`config.mk`:
```
export PLATFORM = sky130hd
export DESIGN_NAME = tnaf_digit_stack_flat
export DESIGN_NICKNAME = d
export VERILOG_FILES = /design/src/rtl/tnaf_digit_stack_if.sv /design/src/rtl/tnaf_digit_stack.sv /design/src/flat_wrapper.sv
export SDC_FILE = /design/constraint.sdc
export NUM_CORES = 1
export LEC_CHECK = 0
export ABC_CLOCK_PERIOD_IN_PS = 4600
export CAP_MARGIN = 20
export CORE_UTILIZATION = 60
export DETAILED_ROUTE_END_ITERATION = 16
export GPL_ROUTABILITY_DRIVEN = 0
export PLACE_DENSITY = 0.81
export SLEW_MARGIN = 10
export SYNTH_ARGS = -nofsm -noshare
export SYNTH_HDL_FRONTEND = slang
export SYNTH_SLANG_ARGS = --single-unit
```
`constraint.sdc`:
```
create_clock -name clk -period 4.6 [get_ports clk]
set_input_delay 0.92 -clock clk [delete_from_list [all_inputs] [get_ports clk]]
set_output_delay 0.92 -clock clk [all_outputs]
set_load 0.02 [all_outputs]
```
`src/rtl/tnaf_digit_stack_if.sv`:
```
// Handshake and status bundle between the tau-NAF accumulator, the digit stack and the sequencer.
interface tnaf_digit_stack_if;
    logic       start_load;
    logic       din_valid;
    logic [1:0] din;
    logic       load_done;
    logic [1:0] flag_adj_in;
    logic       dout_ready;
    logic       dout_valid;
    logic [1:0] dout;
    logic       dout_last;
    logic       done;
    logic       adj_req;
    logic       adj_sub;
    logic       busy;
    logic [9:0] digit_count;
    logic       err_invalid;
    logic       overflow;

    modport master (
        output start_load, din_valid, din, load_done, flag_adj_in, dout_ready,
        input  dout_valid, dout, dout_last, done, adj_req, adj_sub, busy,
               digit_count, err_invalid, overflow
    );

    modport slave (
        input  start_load, din_valid, din, load_done, flag_adj_in, dout_ready,
        output dout_valid, dout, dout_last, done, adj_req, adj_sub, busy,
               digit_count, err_invalid, overflow
    );
endinterface

```
`src/rtl/tnaf_digit_stack.sv`:
```
// Packs an LSB-first tau-NAF digit stream into 16-bit words and replays it MSB-first,
// trimmed of leading zeros, then presents the final-adjustment flag.
//
// state   | meaning
// S_IDLE  | after reset, waiting for start_load
// S_LOAD  | accepting digits from the accumulator
// S_DRAIN | replaying digits MSB-first to the sequencer
// S_DONE  | replay finished, adjustment flag presented
module tnaf_digit_stack #(
    parameter int MAX_DIGITS = 288
) (
    input logic               clk,
    input logic               rst,
    tnaf_digit_stack_if.slave bus
);
    localparam int DEPTH = (MAX_DIGITS + 7) / 8;
    localparam int AW    = (DEPTH > 1) ? $clog2(DEPTH) : 1;
    localparam int IW    = AW + 3;
    localparam logic [9:0] MAX_IDX = 10'(MAX_DIGITS);

    typedef enum logic [1:0] {S_IDLE, S_LOAD, S_DRAIN, S_DONE} state_t;
    state_t state, state_nx;

    logic [15:0]   mem [DEPTH];
    logic [15:0]   pack, pack_after, rd_word;
    logic [9:0]    wr_idx, msnz, rd_idx, len_cur, len_after;
    logic [IW-1:0] wr_after, rd_sel;
    logic [AW-1:0] mem_waddr;
    logic [1:0]    flag, din_clean, rd_digit, dout_q;
    logic          have_nz, stack_full, accept, nz_accept, mem_we;
    logic          dout_valid_q, dout_last_q, done_q, err_q, ovf_q;

    always_comb begin
        stack_full = (wr_idx == MAX_IDX);
        din_clean  = (bus.din == 2'b10) ? 2'b00 : bus.din;
        accept     = (state == S_LOAD) && !bus.start_load && bus.din_valid && !stack_full;
        nz_accept  = accept && (din_clean != 2'b00);
        len_cur    = have_nz ? msnz + 10'd1 : 10'd0;
        len_after  = nz_accept ? wr_idx + 10'd1 : len_cur;
        wr_after   = accept ? IW'(wr_idx + 10'd1) : IW'(wr_idx);
        pack_after = pack;
        if (accept)
            pack_after[{wr_idx[2:0], 1'b0} +: 2] = din_clean;
        // a full word goes out on its 8th digit; a partial one only when loading ends
        mem_we    = 1'b0;
        mem_waddr = wr_idx[AW+2:3];
        if (accept && wr_idx[2:0] == 3'd7) begin
            mem_we = 1'b1;
        end else if (state == S_LOAD && !bus.start_load && bus.load_done && wr_after[2:0] != 3'd0) begin
            mem_we    = 1'b1;
            mem_waddr = wr_after[AW+2:3];
        end
    end

    always_comb begin
        rd_sel   = (dout_valid_q && rd_idx != 10'd0) ? IW'(rd_idx - 10'd1) : IW'(rd_idx);
        rd_word  = mem[rd_sel[AW+2:3]];
        rd_digit = rd_word[{rd_sel[2:0], 1'b0} +: 2];
    end

    always_comb begin
        state_nx = state;
        if (bus.start_load) begin
            state_nx = S_LOAD;
        end else begin
            case (state)
                S_LOAD:  if (bus.load_done) state_nx = (len_after != 10'd0) ? S_DRAIN : S_DONE;
                S_DRAIN: if (dout_valid_q && bus.dout_ready && dout_last_q) state_nx = S_DONE;
                default: ;
            endcase
        end
    end

    always_ff @(posedge clk) begin
        if (rst) state <= S_IDLE;
        else     state <= state_nx;
    end

    always_ff @(posedge clk) begin
        if (mem_we) mem[mem_waddr] <= pack_after;
    end

    always_ff @(posedge clk) begin
        if (rst) begin
            wr_idx       <= '0;
            msnz         <= '0;
            have_nz      <= 1'b0;
            pack         <= '0;
            flag         <= '0;
            err_q        <= 1'b0;
            ovf_q        <= 1'b0;
            rd_idx       <= '0;
            dout_q       <= '0;
            dout_valid_q <= 1'b0;
            dout_last_q  <= 1'b0;
            done_q       <= 1'b0;
        end else begin
            done_q <= (state_nx == S_DONE) && (state != S_DONE);
            if (bus.start_load) begin
                wr_idx       <= '0;
                msnz         <= '0;
                have_nz      <= 1'b0;
                pack         <= '0;
                flag         <= '0;
                err_q        <= 1'b0;
                ovf_q        <= 1'b0;
                rd_idx       <= '0;
                dout_q       <= '0;
                dout_valid_q <= 1'b0;
                dout_last_q  <= 1'b0;
            end else if (state == S_LOAD) begin
                if (bus.din_valid && bus.din == 2'b10) err_q <= 1'b1;
                if (bus.din_valid && stack_full)       ovf_q <= 1'b1;
                if (accept) begin
                    wr_idx <= wr_idx + 10'd1;
                    pack   <= (wr_idx[2:0] == 3'd7) ? 16'd0 : pack_after;
                    if (nz_accept) begin
                        msnz    <= wr_idx;
                        have_nz <= 1'b1;
                    end
                end
                if (bus.load_done) begin
                    flag   <= bus.flag_adj_in;
                    rd_idx <= len_after - 10'd1;
                end
            end else if (state == S_DRAIN) begin
                // empty output register: prefetch the digit at rd_idx
                if (!dout_valid_q) begin
                    dout_q       <= rd_digit;
                    dout_valid_q <= 1'b1;
                    dout_last_q  <= (rd_idx == 10'd0);
                end else if (bus.dout_ready) begin
                    if (dout_last_q) begin
                        dout_q       <= '0;
                        dout_valid_q <= 1'b0;
                        dout_last_q  <= 1'b0;
                    end else begin
                        rd_idx      <= rd_idx - 10'd1;
                        dout_q      <= rd_digit;
                        dout_last_q <= (rd_idx == 10'd1);
                    end
                end
            end
        end
    end

    assign bus.dout_valid  = dout_valid_q;
    assign bus.dout        = dout_q;
    assign bus.dout_last   = dout_last_q;
    assign bus.done        = done_q;
    assign bus.adj_req     = (state == S_DONE) && flag[1];
    assign bus.adj_sub     = (state == S_DONE) && flag[0];
    assign bus.busy        = (state == S_LOAD) || (state == S_DRAIN);
    assign bus.digit_count = len_cur;
    assign bus.err_invalid = err_q;
    assign bus.overflow    = ovf_q;
endmodule

```
`src/flat_wrapper.sv`:
```
// flat-port wrapper written by rule: the top's interface ports become plain ports
module tnaf_digit_stack_flat 
#(
    parameter int MAX_DIGITS = 288
)
  (clk, rst, bus_start_load, bus_din_valid, bus_din, bus_load_done, bus_flag_adj_in, bus_dout_ready, bus_dout_valid, bus_dout, bus_dout_last, bus_done, bus_adj_req, bus_adj_sub, bus_busy, bus_digit_count, bus_err_invalid, bus_overflow);
  tnaf_digit_stack_if bus_i ();
  input logic clk;
  input logic rst;
  input wire logic [$bits(bus_i.start_load)-1:0] bus_start_load;
  input wire logic [$bits(bus_i.din_valid)-1:0] bus_din_valid;
  input wire logic [$bits(bus_i.din)-1:0] bus_din;
  input wire logic [$bits(bus_i.load_done)-1:0] bus_load_done;
  input wire logic [$bits(bus_i.flag_adj_in)-1:0] bus_flag_adj_in;
  input wire logic [$bits(bus_i.dout_ready)-1:0] bus_dout_ready;
  output wire logic [$bits(bus_i.dout_valid)-1:0] bus_dout_valid;
  output wire logic [$bits(bus_i.dout)-1:0] bus_dout;
  output wire logic [$bits(bus_i.dout_last)-1:0] bus_dout_last;
  output wire logic [$bits(bus_i.done)-1:0] bus_done;
  output wire logic [$bits(bus_i.adj_req)-1:0] bus_adj_req;
  output wire logic [$bits(bus_i.adj_sub)-1:0] bus_adj_sub;
  output wire logic [$bits(bus_i.busy)-1:0] bus_busy;
  output wire logic [$bits(bus_i.digit_count)-1:0] bus_digit_count;
  output wire logic [$bits(bus_i.err_invalid)-1:0] bus_err_invalid;
  output wire logic [$bits(bus_i.overflow)-1:0] bus_overflow;
  assign bus_i.start_load = bus_start_load;
  assign bus_i.din_valid = bus_din_valid;
  assign bus_i.din = bus_din;
  assign bus_i.load_done = bus_load_done;
  assign bus_i.flag_adj_in = bus_flag_adj_in;
  assign bus_i.dout_ready = bus_dout_ready;
  assign bus_dout_valid = bus_i.dout_valid;
  assign bus_dout = bus_i.dout;
  assign bus_dout_last = bus_i.dout_last;
  assign bus_done = bus_i.done;
  assign bus_adj_req = bus_i.adj_req;
  assign bus_adj_sub = bus_i.adj_sub;
  assign bus_busy = bus_i.busy;
  assign bus_digit_count = bus_i.digit_count;
  assign bus_err_invalid = bus_i.err_invalid;
  assign bus_overflow = bus_i.overflow;
  tnaf_digit_stack #(.MAX_DIGITS(MAX_DIGITS)) u_core (.clk(clk), .rst(rst), .bus(bus_i));
endmodule
```
==> impl_metrics.csv <==
group,metric,value,unit
yosys,ys.flop_type,"edfxtp_1",
sta,worst_pin_slew,1160,ps
yosys,synth_xor_area_share,0.938,%
global_route,grt_overflow,0,
status,status,"finished clean",
global_route,antenna_found_initial,2,
power,p_seq_share,53.4,%
sta,setup_viol,0,
power,p_comb_share,3.8,%
setup_path,reg2reg_slack,50,ps
finish,synthToLayoutAreaGrowth,13.0,%
clock_network,clockBufferDepth,3,
place,port-buffer-count,29,
clock_network,htree_levels,2,
sta,timing.final.ws_setup,54.7,ps
sta,hold_viol,0,
setup_path,critPathMaxFanout,37,
finish,multi_input_area,7980,µm²
power,p_leak,10.5,nW
flow_run,drv_cap,0,
finish,final_cell_mix,"edfxtp_1, nand2_1, nor2_1",
yosys,ys_ff_latch,634,
power,max-vdd-ir-drop,0.246,mV
power,clkPwrFrac,42.8,%
setup_path,start_kind,"flip-flop",
global_route,first_global_vias,18300,
floorplan,initial_core_util,61.1,%
finish,diodes,0,
yosys,synth-async-reset-ratio,0,%
finish,drive_gt1_share,13.8,%
min_path,holdPathEnd,"u_core.msnz[8]",
setup_path,crit_path_end_kind,"flip-flop",
floorplan,die_x,214,µm
sta,finalCriticalPeriod,4550,ps
clock_network,clkSinkCount,634,
yosys,muxShareOfSynthArea,6.96,%
power,swShare,21.1,%
yosys,synth.distinct_cells,85,
setup_path,r2r_end,"u_core.bus.dout[0]",
sta,finalMaxSlewViolations,0,
yosys,netlist_top_cells_area,"edfxtp_1, nand2_1, dfxtp_1, mux4_2, mux2i_1",
finish,nets,2138,
routing,wl,74.1,mm
routing,drt-initial-drc-count,3010,
sta,slew_headroom,22.1,%
floorplan,fp.dieH,214,µm
yosys,yosys.area_share.simple,12.7,%
sta,fin_skew,16.8,ps
floorplan,core_area,44300,µm²
clock_network,cts_tree,"yes",
place,hpwlAfterDp,45.9,mm
finish,fillCellCount,2871,
sta,fin_crit_sh,98.8,%
min_path,hold_depth,2,
clock_network,numCtsBuffers,60,
global_route,grt_pass1_wl,111,mm
clock_network,postCtsHoldBufs,0,
clock_network,worstSkewPairLatency,640,ps
setup_path,criticalPathCategory,"reg -> reg",
yosys,synth.cell_area,27100,µm²
yosys,yosysTopAreaCell,"edfxtp_1",
setup_path,cp.arrival,5080,ps
yosys,synth_top_family_by_area,"simple AND/OR/NAND/NOR gates",
clock_network,cts_resized,0,
yosys,synth_top_area_share,63.9,%
routing,drc,0,
sta,tns,0,ps
power,p_int,0.00916,W
sta,grt_setup_unrepaired,"false",
floorplan,pin_count,30,
yosys,synth-edff-count,576,
global_route,grt_max_degree,49,
yosys,synth_compound_area_share,8.02,%
clock_network,postCtsSetupRepairBufs,0,
floorplan,fp-row-count,77,
finish,final_common_cell,"edfxtp_1",
routing,first_pass_iters,6,
yosys,yosysWarnings,0,
finish,layout.area.seq,18500,µm²
finish,fin_util,69.0,%
yosys,syn-num-nets,2056,
place,place_ws,190,ps
routing,wl_per_cell,26.9,µm
power,power_density,380,nW/µm²
power,p_switching,0.00246,W
min_path,min-delay-start,"u_core.msnz[8]",
yosys,synth_cells,2033,
global_route,gr-usage-all-layers,32.3,%
sta,clock.fmax,220,MHz
routing,vias,18700,
routing,drt-vias-per-instance,6.77,
setup_path,reg2reg_from,"u_core.rd_idx[0]",
clock_network,cts_root_buf,"clkbuf_16",
routing,ant_nets,0,
yosys,syn_area_per_cell,13.3,µm²
floorplan,die_area,46000,µm²
yosys,ys_seq_area_share,68.2,%
min_path,hold_path_class,"reg -> reg",
setup_path,worst_ep_required_time,5130,ps
clock_network,cts.clk_slew.worst_paths,70,ps
setup_path,r2r_cells,14,
yosys,synth_adder_area_share,0.601,%
## routing by layer
metal,GRT usage (%),vias to the layer above,wire (µm)
li1,-,7897,-
met1,42.7,9068,26600
met2,49.4,1423,33800
met3,8.50,281,9280
met4,17.3,0,4400
met5,0,-,0
## cell families after synthesis
kind of cell / count (synthesis)
and+or+nand+nor: 758
xor gates and xnor gates: 29
buffers and inverters: 151
DFF: 634
AOI/OAI and AO/OA: 317
adders and majority gates: 13
muxes: 131
## layout make-up
class	count	share of cell area, %
Multi-Input combinational cell	1248	26.1
Tap cell	592	2.42
Sequential cell	634	60.3
Clock inverter	39	1.35
Clock buffer	75	5.12
Timing Repair Buffer	148	4.43
Inverter	23	0.282
## worst max-delay path by stage
stage                                 from  slack, ps                 end
final                     u_core.rd_idx[0]         50  u_core.bus.dout[0]
after global routing      u_core.rd_idx[0]         80  u_core.bus.dout[0]
after CTS                 u_core.rd_idx[0]        320  u_core.bus.dout[1]
after detailed placement    bus_start_load        190   u_core.mem[35][3]
after global placement      bus_start_load        250  u_core.mem[11][11]
after floorplan              bus_load_done        470   u_core.mem[19][0]
## critical path: stages, from the launching register on
cell and delay, ps:
dfxtp_1 390, inv_1 130, ha_1 290, or3b_1 470
nor3_1 380, o21a_2 520, buf_12 280, nand2_1 100
nand3_1 110, a21boi_0 130, buf_4 190, nor4_1 790
a221o_1 280, o41ai_1 80, a311oi_1 290
## metrics by stage
stage / cell area, µm² / cells / hold slack [ps] / power, W
final: 30600 / 2759 / 457 / 0.0116
after floorplan: 27100 / 2033 / 432 / 0.00660
after global routing: 30600 / 2759 / 499 / 0.0119
after global placement: 28600 / 2644 / 443 / 0.00673
after CTS: 30600 / 2758 / 457 / 0.0116
after detailed placement: 28600 / 2644 / 449 / 0.00674
## power groups by stage
stage	clock network [W]	logic [W]	registers (W)
2_1_floorplan	0	0.000274	0.00632
3_3_place_gp	0	0.000406	0.00633
6_report	0.00498	0.000438	0.00620
3_5_place_dp	0	0.000417	0.00633
5_1_grt	0.00521	0.000459	0.00620
4_1_cts	0.00499	0.000421	0.00620
## sequential cells by signal, summed over array words and instances (netlist names)
register                cells
u_core.wr_idx              10
u_core.bus.overflow         1
u_core.pack                16
u_core.state                2
u_core.flag                 2
u_core.rd_idx              10
u_core.bus.dout_last        1
u_core.bus.err_invalid      1
u_core.bus.dout_valid       1
u_core.mem                576
u_core.bus.done             1
u_core.msnz                10
u_core.have_nz              1
u_core.bus.dout             2
## synth_stat cells, types with 18 or more instances
cell type  number
a211oi_1       30
a21oi_1        75
a22oi_1        18
a31oi_1        31
and3_1         41
buf_1          18
buf_2          35
clkbuf_1       60
dfxtp_1        58
edfxtp_1      576
inv_1          22
mux2i_1        73
mux4_2         43
nand2_1       365
nand3_1       107
nor2_1        112
nor3_1         33
nor4_1         18
o21ai_0        43
xnor2_1        19
No activity file was read; power rests on OpenSTA's default activity.
